File: src/rtl/mux16_1_rr.sv
// mux16_1_rr: 16-to-1 round-robin arbitrated mux with a single registered
// output stage and valid/ready handshakes on both sides.
module mux16_1_rr #(
   parameter int unsigned WIDTH = 16
) (
   input  logic                  clk,
   input  logic                  reset,
   input  logic [16*WIDTH-1:0]   in_data,
   input  logic [15:0]           in_valid,
   output logic [15:0]           in_ready,
   output logic [WIDTH-1:0]      out_data,
   output logic [3:0]            out_sel,
   output logic                  out_valid,
   input  logic                  out_ready,
   output logic [15:0]           xfer_count
);

   localparam int unsigned NUM_CH = 16;
   localparam int unsigned SEL_W  = 4;

   logic [SEL_W-1:0] r_ptr;
   logic [WIDTH-1:0] r_out_data;
   logic [SEL_W-1:0] r_out_sel;
   logic             r_out_valid;
   logic [15:0]      r_xfer_count;

   logic             w_slot_free;
   logic             w_load;
   logic             w_found;
   logic [SEL_W-1:0] w_gnt_idx;
   logic [SEL_W-1:0] w_cand;
   logic [WIDTH-1:0] w_gnt_data;

   // The output register can take a new word when empty or draining this cycle
   assign w_slot_free = !r_out_valid || out_ready;
   assign w_load      = w_slot_free && (in_valid != 16'h0000);

   // First requesting channel scanning upward from the pointer, modulo 16
   always_comb begin
      w_found   = 1'b0;
      w_gnt_idx = '0;
      w_cand    = '0;
      for (int i = 0; i < NUM_CH; i++) begin
         w_cand = SEL_W'(r_ptr + SEL_W'(i));
         if (!w_found && in_valid[w_cand]) begin
            w_found   = 1'b1;
            w_gnt_idx = w_cand;
         end
      end
   end

   assign w_gnt_data = in_data[int'(w_gnt_idx)*WIDTH +: WIDTH];

   // Grant is combinational; forced low during reset so nothing is consumed
   assign in_ready = (w_load && !reset) ? 16'(16'd1 << w_gnt_idx) : 16'h0000;

   // Output register, round-robin pointer and transfer counter
   always_ff @(posedge clk or posedge reset) begin
      if (reset) begin
         r_ptr        <= '0;
         r_out_data   <= '0;
         r_out_sel    <= '0;
         r_out_valid  <= 1'b0;
         r_xfer_count <= '0;
      end else begin
         if (r_out_valid && out_ready) begin
            r_xfer_count <= r_xfer_count + 16'd1;
         end
         if (w_load) begin
            r_out_data  <= w_gnt_data;
            r_out_sel   <= w_gnt_idx;
            r_out_valid <= 1'b1;
            r_ptr       <= SEL_W'(w_gnt_idx + SEL_W'(1));
         end else if (out_ready) begin
            r_out_valid <= 1'b0;
         end
      end
   end

   assign out_data   = r_out_data;
   assign out_sel    = r_out_sel;
   assign out_valid  = r_out_valid;
   assign xfer_count = r_xfer_count;

endmodule

File: config.mk
export PLATFORM = sky130hd
export DESIGN_NAME = mux16_1_rr
export DESIGN_NICKNAME = d
export VERILOG_FILES = /design/src/rtl/mux16_1_rr.sv
export SDC_FILE = /design/constraint.sdc
export NUM_CORES = 1
export LEC_CHECK = 0
export CORE_UTILIZATION = 30
export DETAILED_ROUTE_END_ITERATION = 8
export PLACE_DENSITY = 0.68
export SYNTH_ARGS = -nofsm -noshare
export SYNTH_HDL_FRONTEND = slang
export SYNTH_SLANG_ARGS = --single-unit
File: constraint.sdc
create_clock -name clk -period 14 [get_ports clk]
set_input_delay 2.8 -clock clk [delete_from_list [all_inputs] [get_ports clk]]
set_output_delay 2.8 -clock clk [all_outputs]
set_load 0.01 [all_outputs]
Word-level counts from Yosys, hierarchy flattened:

Index checks and enable logic that the tools add are counted.
Widths: inputs -> output; s select.

* bits of input ports: 275
* bits in registers: 41
* word-level logic and storage cells: 144
* output and inout bits: 53

* $add $sub $neg: 17
* reduce and logical (&&, ||, !) cells: 38
* order comparisons: 16
* shift-type cells: 2
* mux-type cells: 66

Operators with widths (count)
* $shiftx 256x9->16: 1
* $lt 4x5->1 const B: 16
* $bmux 1 s4: 16
* $mux 4: 16
* $mux 1: 33
* $add 4x4->4 const B: 8
* $logic_and 1x1->1: 18
* $logic_not 1->1: 17
* $add 16x1->16 const B: 1
* $add 4x3->4 const B: 4
* $mux 16: 1
* $reduce_bool 16->1: 1
* $shl 1x4->16 const A: 1
* $add 4x1->4 const B: 2
* $add 4x2->4 const B: 2
* $reduce_bool 2->1: 1
* $logic_or 1x1->1: 1

Longest topological paths before layout:

Gate-level depths: netlist (run 1).

* depth in word-level cells: 50
* gate-level depth with buffers: 23
* mapped depth without buffers: 15

Least setup slack after synthesis (run 1):

No wires, ideal clock.

* path kind: input to output
* from: in in_valid[15]
* to: out in_ready[14]
* stages on the path: 14
* path buffers: 4
* slack: 5238 ps
* arrival: 5962 ps
* data required time: 11200 ps
* cells stage by stage: mux2_2 > mux2_2 > mux4_2 > buf_6 > nor2_4 > and2_1 > nand4_2 > nor4_2 > o22ai_4 > buf_6 > buf_4 > buf_4 > nand2b_1 > nor3_1

* cells in the longest elaborated chain, start to end: 50
* elaborated cells between the ends (all ways): 98
* those cells by class: shift (1); mux (64); reduce/logical (33)

Ends and longest elaborated chain
* start, declared: RTL line 9 `input logic [15:0] in_valid,`
* $bmux 1 s4: RTL line 45 `if (!w_found && in_valid[w_cand]) begin`
* $mux 1 (not written as such): RTL line 45
* $mux 1: RTL line 45
* $logic_not 1->1: RTL line 45
* $logic_and 1x1->1: RTL line 45
* $mux 1: RTL line 45
* $logic_not 1->1: RTL line 45
* $logic_and 1x1->1: RTL line 45
* (+34 left out)
* $logic_not 1->1: RTL line 45
* $logic_and 1x1->1: RTL line 45
* $mux 1: RTL line 45
* $logic_not 1->1: RTL line 45
* $logic_and 1x1->1: RTL line 45
* $mux 4: RTL line 45
* $shl 1x4->16: RTL line 55 `assign in_ready = (w_load && !reset) ? 16'(16'd1 << w_gnt_idx) : 16'h0000;`
* $mux 16 *: RTL line 55
* end, declared: RTL line 10 `output logic [15:0] in_ready,`

Mark *: on every way between the ends. The rest lies on a longest branch, timed or not. The select of a mux whose other input is x is not followed.

Final worst setup path (run 1):

* from: in in_valid[9]
* to: out in_ready[7]

The elaborated chain is that of the path after synthesis.

==> qor_table.md, run 1 <==
| Group | Item | This run |
|:---|:---|:---|
| setup path | Worst path slowest cell | sky130_fd_sc_hd__mux2i_1 |
| cts | Clk pin slew, worst setup/hold paths | 0.06 ns |
| drt | First DRT Iteration DRCs | 573 |
| setup path | Crit path capture type | primary output |
| finish | Core utilization of the finished layout | 46.1% |
| setup path | Startpoint Class | primary input |
| finish | Filler cells | 2196 |
| sta | Post-Route Skew | 0.00454 ns |
| finish | Layout overhead on the synthesized area | 51.3% |
| yosys | Number of enable flip-flop cells after synthesis | 0 |
| finish | Number of nets at the end of the flow | 1296 |
| placement | Area after DPL | 10200 sq um |
| drt | Count of unresolved DRC violations after routing | 0 |
| cts | Clock tree from TritonCTS | built |
| floorplanning | Die Wd | 153 microns |
| setup path | Start point of the critical path | in_valid[9] |
| outcome | Outcome | finished, final reports clean |
| cts | Number of buffers inserted during clock tree synthesis | 5 |
| sta | Minimum period implied by the final worst setup slack | 11.03 ns |
| floorplanning | Core region area | 22600 sq um |
| sta | Setup repair after global routing missed its margin | false |
| global routing | Largest net degree at the start of global routing | 62 |
| job | Number of max-capacitance violations reported | 0 |
| placement | Number of placed instances, taps included | 1290 |
| yosys | Area of the mapped netlist | 6880 sq um |
| sta | Setup TNS | 0 ns |
| cts | Count of hold buffers inserted by post-cts repair | 0 |
| cts | Count of instances resized after the clock tree is built | 0 |
| hold path | Class of the worst hold path | reg2reg |
| yosys | Number of distinct library cell variants in the gate-level netlist after synthesis | 79 |
| cts | H-tree level count | 2 |
| sta | Least-Margin Pin Slew | 1.19 ns |
| yosys | Number of register bits inferred by synthesis | 41 |
| placement | Routability-driven placement congestion ratio | 0.947 |
| sta | Hold Fails Final Rpt | 0 |
| cts | Post CTS Setup Buffer Count | 0 |
| hold path | Startpoint of the tightest hold check path | xfer_count[15] |
| floorplanning | Initial core utilization | 30.5% |
| finish | Multi-input gate area in the final layout | 5460 sq um |
| global routing | Number of global-route vias before repair | 7299 |
| yosys | Count of yosys warnings during synthesis | 0 |
| placement | Number of buffers inserted by port buffering | 327 |
| global routing | Wire length of the first global-routing pass | 44.6 mm |
| sta | Fmax | 90.7 MHz |
| drt | Number of detailed-route iterations in the first pass | 5 |
| yosys | Part of the Yosys area used for sequential elements | 14.9% |
| cts | Cell at the root of the clock tree | sky130_fd_sc_hd__clkbuf_16 |
| cts | Clock Sink Count | 41 |
| placement | Detailed placement HPWL | 24.5 mm |
| drt | Total Routed Length | 30.5 mm |
| finish | Fraction of layout cells with a size suffix above 1 | 12.5% |
| finish | Post-Layout Inst Area | 10400 sq um |
| drt | Wire length per cell after detailed routing | 23.4 microns |
| cts | Clock buffer depth | 2 |
| setup path | Delay contributed by the slowest stage of the critical path | 0.74 ns |
| setup path | Highest net fanout along the worst path | 38 |
| sta | Slew margin rel. | 20.5% |
| cts | Insertion delay to the later sink of the worst-skew pair | 0.30 ns |
| setup path | Combined buffer and inverter count along the critical path | 4 |
| yosys | Mapped Cells | 724 |
| drt | Via density per instance | 5.68 |
| floorplanning | Number of standard-cell rows in the floorplan | 55 |
| floorplanning | Die H | 153 microns |
| drt | Antenna Violating Nets Remaining | 0 |
| setup path | CP delay by family, top | buffers and inverters |
| floorplanning | Top-level I/O count | 328 |
| sta | Final worst path period share | 78.8% |
| floorplanning | Die Footprint | 23500 sq um |
| finish | Post-layout instance count excluding filler cells | 1301 |
| global routing | Number of antenna violations at the first check in global routing | 4 |
| yosys | FFs w/ async S/R, synth | 100% |
| finish | Sequential cell area | 1030 sq um |
| setup path | Arr. time, crit path | 8.23 ns |
| global routing | GR Overflow Total | 0 |
| sta | Setup-failing EPs final | 0 |
| sta | Fin. max-slew vios | 0 |
| setup path | Required arrival time at the worst endpoint | 11.20 ns |
| yosys | Flip-flop cell with the highest count after synthesis | sky130_fd_sc_hd__dfrtp_1 |
| yosys | Avg Cell Area, Syn | 9.50 sq um |
| global routing | GRT Total Usage | 25.3% |
| setup path | Launching point of the worst reg2reg path | r_ptr[1] |
| setup path | Register-to-register path setup slack | 7.50 ns |
| setup path | Crit Path Class | in2out |
| drt | Vias after detailed routing | 7386 |
| setup path | CP cell instances | clkdlybuf4s50_1, mux2i_1, mux4_2, mux2i_1, or4_1, a21o_1, o211ai_1, and3_1, a211oi_4, buf_4, clkinv_1, ha_1, nand2_1, nor2_1, clkdlybuf4s50_1 |
| yosys | Net count after synthesis | 1008 |
per-stage QoR:
stage,hold slack [ns],setup slack (ns)
final,0.482,2.97
after global routing,0.505,2.75
after CTS,0.481,3.09
after detailed placement,0.462,3.12
after global placement,0.461,3.12
after floorplan,0.507,5.24
path summary, 6_finish.rpt:
| kind | end | cells after the start |
|---|---|---|
| worst max-delay path | in_ready[7] | 15 |
| worst min-delay path | xfer_count[15] | 1 |
| worst max register to register | out_data[9] | 14 |
| worst min register to register | xfer_count[15] | 1 |
| max in group asynchronous | out_data[11] | 2 |
| min in group asynchronous | out_data[12] | 2 |
metal layers:
metal / part of all wire [%] / GRT usage [%] / vias to the layer above
met4: 3.7 / 11.2 / 0
met2: 51 / 43.7 / 367
met3: 7.4 / 4.85 / 55
li1: - / - / 3408
met5: 0 / 0 / -
met1: 38 / 30.6 / 3556
cell type report:
type / count / share of cell area [%]
Multi-Input combinational cell: 615 / 52.4
Timing Repair Buffer: 337 / 32.2
Sequential cell: 41 / 9.85
Tap cell: 285 / 3.42
Clock buffer: 5 / 1.20
Clock inverter: 3 / 0.445
Inverter: 12 / 0.433
Antenna cell: 3 / 0.0721
cell usage after synthesis (10+ instances only):
cell                       count  area, sq um
sky130_fd_sc_hd__nand2_1      78          293
sky130_fd_sc_hd__o21ai_0      14         70.1
sky130_fd_sc_hd__buf_2        14         70.1
sky130_fd_sc_hd__o211ai_1     13         97.6
sky130_fd_sc_hd__a221o_1      13          130
sky130_fd_sc_hd__nor2_1       58          218
sky130_fd_sc_hd__xnor2_1      13          114
sky130_fd_sc_hd__buf_6        10          113
sky130_fd_sc_hd__mux2i_1     119         1190
sky130_fd_sc_hd__dfrtp_1      41         1030
sky130_fd_sc_hd__mux4_2       42          946
sky130_fd_sc_hd__a21oi_1      13         65.1
sky130_fd_sc_hd__xor2_1       14          123
sky130_fd_sc_hd__nor3_1       16         80.1
sky130_fd_sc_hd__nand3_1      14         70.1
sky130_fd_sc_hd__clkbuf_1     14         52.6
sky130_fd_sc_hd__mux2_2       41          462
sky130_fd_sc_hd__buf_4        11         82.6
placed cells by master, fill, tap and decap left out, drive strengths merged, types with 10 or more instances in the layout:
cell type	synthesis	final
a21oi	13	13
clkdlybuf4s50	0	327
buf	42	10
nor4	11	11
xnor2	14	14
dfrtp	41	41
nand2	78	78
xor2	14	14
nor2	59	59
nor3	16	16
o211ai	13	13
mux2i	120	120
o21ai	16	16
a221o	13	13
nand3	14	14
mux4	51	51
mux2	44	44
inv	11	11
registers in the layout, indices dropped and copies added (netlist names):
| name | cells |
|---|---|
| out_valid | 1 |
| out_sel | 4 |
| xfer_count | 16 |
| r_ptr | 4 |
| out_data | 16 |
cell families (layout without fill, tap and decap cells):
logic type	after synthesis	after routing	share of synthesized area (%)
simple gates	227	227	16.1
mux	215	215	42.0
compound gates	136	136	15.5
buf+inv	68	357	6.22
flops	41	41	14.9
xor+xnor	28	28	3.67
fa+ha+maj	9	9	1.64
other cells	0	3	0
Power of run 1 is not shown: default switching activity piles up to over one toggle a cycle in this logic, so the estimate is an artifact.
==> inputs of run 2 (changes only) <==
Clock period 14 ns to 10.22 ns, I/O delays scaled along.
==> run 2 against run 1 <==
Compared with the run above: global-route usage shrank 0.15 points; sequential cell count is the same; first-iteration DRC count grew 17%; sequential share of layout area is essentially flat; worst hold slack lost 0.0063 ns; register-to-register slack lost 3.6 ns; clock skew grew 0.0012 ns; die area is the same; non-clock buffer count grew 3; final cell count grew 0.46%; clock-buffer cell count is the same.
==> qor_table.md, run 2 (synthesis results as in run 1) <==
| Group | Item | This run | Delta |
|:---|:---|:---|:---|
| drt | Antenna Violating Nets Remaining | 0 | unchanged |
| floorplanning | Die H | 153 microns | unchanged |
| cts | Post CTS Setup Buffer Count | 0 | unchanged |
| floorplanning | Initial core utilization | 30.5% | unchanged |
| finish | Number of nets at the end of the flow | 1299 | +0.23% |
| floorplanning | Die Footprint | 23500 sq um | unchanged |
| placement | Number of buffers inserted by port buffering | 327 | unchanged |
| setup path | Required arrival time at the worst endpoint | 8.18 ns | -3.02 ns |
| finish | Highest-count cells in the layout ignoring fill and taps | sky130_fd_sc_hd__clkdlybuf4s50_1 (327), sky130_fd_sc_hd__mux2i_1 (119), sky130_fd_sc_hd__nand2_1 (78) |  |
| sta | Setup-failing EPs final | 0 | unchanged |
| cts | Number of buffers inserted during clock tree synthesis | 5 | unchanged |
| placement | Routability-driven placement congestion ratio | 0.903 | -4.6% |
| global routing | GRT busiest layer | met2 |  |
| sta | Setup TNS | 0 ns | unchanged |
| global routing | Largest net degree at the start of global routing | 62 | unchanged |
| cts | Count of hold buffers inserted by post-cts repair | 0 | unchanged |
| outcome | Outcome | finished, final reports clean |  |
| drt | Via density per instance | 5.72 | +0.82% |
| cts | Clock Sink Count | 41 | unchanged |
| sta | Hold Fails Final Rpt | 0 | unchanged |
| setup path | Crit path capture type | primary output |  |
| setup path | Startpoint Class | primary input |  |
| finish | Post-Layout Inst Area | 10400 sq um | +0.29% |
| sta | Post-Route Skew | 0.00572 ns | +0.00119 ns |
| setup path | Worst path slowest cell | sky130_fd_sc_hd__nor4_1 |  |
| placement | Detailed placement HPWL | 24.2 mm | -1.3% |
| cts | Insertion delay to the later sink of the worst-skew pair | 0.30 ns | about the same |
| sta | Fmax | 112 MHz |  |
| floorplanning | Number of standard-cell rows in the floorplan | 55 | unchanged |
| hold path | Class of the worst hold path | reg2reg |  |
| global routing | Number of global-route vias before repair | 7463 | +2.2% |
| sta | Slew margin rel. | 36.1% | +16 points |
| drt | Wire length per cell after detailed routing | 23.0 microns | -1.9% |
| global routing | GRT Total Usage | 25.2% | -0.15 points |
| setup path | Crit Path Class | in2out |  |
| drt | Number of detailed-route iterations in the first pass | 5 | unchanged |
| sta | Least-Margin Pin Slew | 0.957 ns | -0.232 ns |
| cts | Clk pin slew, worst setup/hold paths | 0.06 ns | about the same |
| setup path | Highest net fanout along the worst path | 11 | -71% |
| setup path | CP cell instances | clkdlybuf4s50_1, mux4_2, mux2i_1, mux2i_1, o21ba_2, nand3_1, nor4_1, o32a_1, nand2b_1, inv_1, ha_1, nand2_1, nor2b_1, clkdlybuf4s50_1 |  |
| global routing | Number of antenna violations at the first check in global routing | 8 | +4 |
| cts | Clock buffer depth | 2 | unchanged |
| drt | Count of unresolved DRC violations after routing | 0 | unchanged |
| placement | Number of placed instances, taps included | 1293 | +0.23% |
| sta | Fin. max-slew vios | 0 | unchanged |
| sta | Minimum period implied by the final worst setup slack | 8.89 ns |  |
| drt | Vias after detailed routing | 7481 | +1.3% |
| job | Number of max-capacitance violations reported | 0 | unchanged |
| finish | Layout overhead on the synthesized area | 51.8% |  |
| global routing | Wire length of the first global-routing pass | 44.9 mm | +0.73% |
| floorplanning | Top-level I/O count | 328 | unchanged |
| global routing | Grt met2 use | 44.0% | +0.26 points |
| global routing | GR Overflow Total | 0 | unchanged |
| finish | Leading cell type in the layout, fill and taps excluded | sky130_fd_sc_hd__clkdlybuf4s50_1 |  |
| setup path | Arr. time, crit path | 6.85 ns | -1.38 ns |
| placement | Area after DPL | 10300 sq um | +0.22% |
| setup path | Delay contributed by the slowest stage of the critical path | 0.76 ns | +0.02 ns |
| sta | Final worst path period share | 87.0% |  |
| finish | Post-layout instance count excluding filler cells | 1307 | +0.46% |
| global routing | Routing usage on met1 | 30.3% | -0.21 points |
| floorplanning | Die Wd | 153 microns | unchanged |
| drt | First DRT Iteration DRCs | 670 | +17% |
| finish | Fraction of layout cells with a size suffix above 1 | 12.8% | +0.26 points |
| sta | Setup repair after global routing missed its margin | false |  |
| floorplanning | Core region area | 22600 sq um | unchanged |
| placement | Post-place setup slack | 1.37 ns | -1.75 ns |
| cts | Count of instances resized after the clock tree is built | 0 | unchanged |
| sta | Worst path setup slack after routing | 1.33 ns | -1.64 ns |
| drt | Total Routed Length | 30.0 mm | -1.4% |
| cts | Cell at the root of the clock tree | sky130_fd_sc_hd__clkbuf_16 |  |
| cts | H-tree level count | 2 | unchanged |
| cts | Clock tree from TritonCTS | built |  |
| global routing | Met3 GRT Util | 4.48% | -0.37 points |
==> run 2: changes by cell type in the layout (fill, tap and decap cells not counted), sizes merged <==
cell and delta:
diode +3, buf +3
==> run 2: critical path: cells and delay by family <==
family,cells,cell delay [ns]
AND/OR/NAND/NOR,5,1.38
buffers and inverters,3,1.23
multiplexers,3,1.13
AO/OA/AOI/OAI,2,0.92
adder cells (fa/ha/maj),1,0.13
==> run 2: through the flow <==
step	hold slack (ns)	util, %
floorplan	0.507	-
global placement	0.461	45.4
detailed placement	0.466	45.4
CTS	0.480	46.2
global route	0.496	46.3
finish	0.476	46.3
==> run 2: final timing paths <==
check                            start             end  slack (ns)  cells past startpoint
min in group asynchronous        reset  xfer_count[13]        2.37                      2
max                        in_valid[9]    in_ready[15]        1.33                     14
max in group asynchronous        reset        r_ptr[0]        7.26                      2
min                         out_sel[0]      out_sel[0]        0.48                      1
max reg2reg                   r_ptr[1]     out_data[3]        3.86                     15
min reg2reg                 out_sel[0]      out_sel[0]        0.48                      1
==> run 2: layer usage <==
layer / vias up / part of all wire, %
met5: - / 0
met4: 0 / 3.1
met3: 53 / 6.7
met2: 360 / 51
met1: 3645 / 39
li1: 3423 / -
==> run 2: cell type report <==
cell class / count / area [sq um]
fillers: 2199 / 12100
multi-input cells: 615 / 5460
repair buffers: 340 / 3370
flip-flops and latches: 41 / 1030
well taps: 285 / 357
clock buffers: 5 / 125
clock inverters: 3 / 46.3
inverters: 12 / 45.0
diodes: 6 / 15.0
Power of run 2 is left out for the same reason.
==> inputs of run 3 (changes only) <==
Settings changed: CTS_CLUSTER_DIAMETER from default to 100.
==> results of run 3 <==
No change in the layout: final DEF, timing and power equal those of run 2.
Power of run 3 is left out for the same reason.
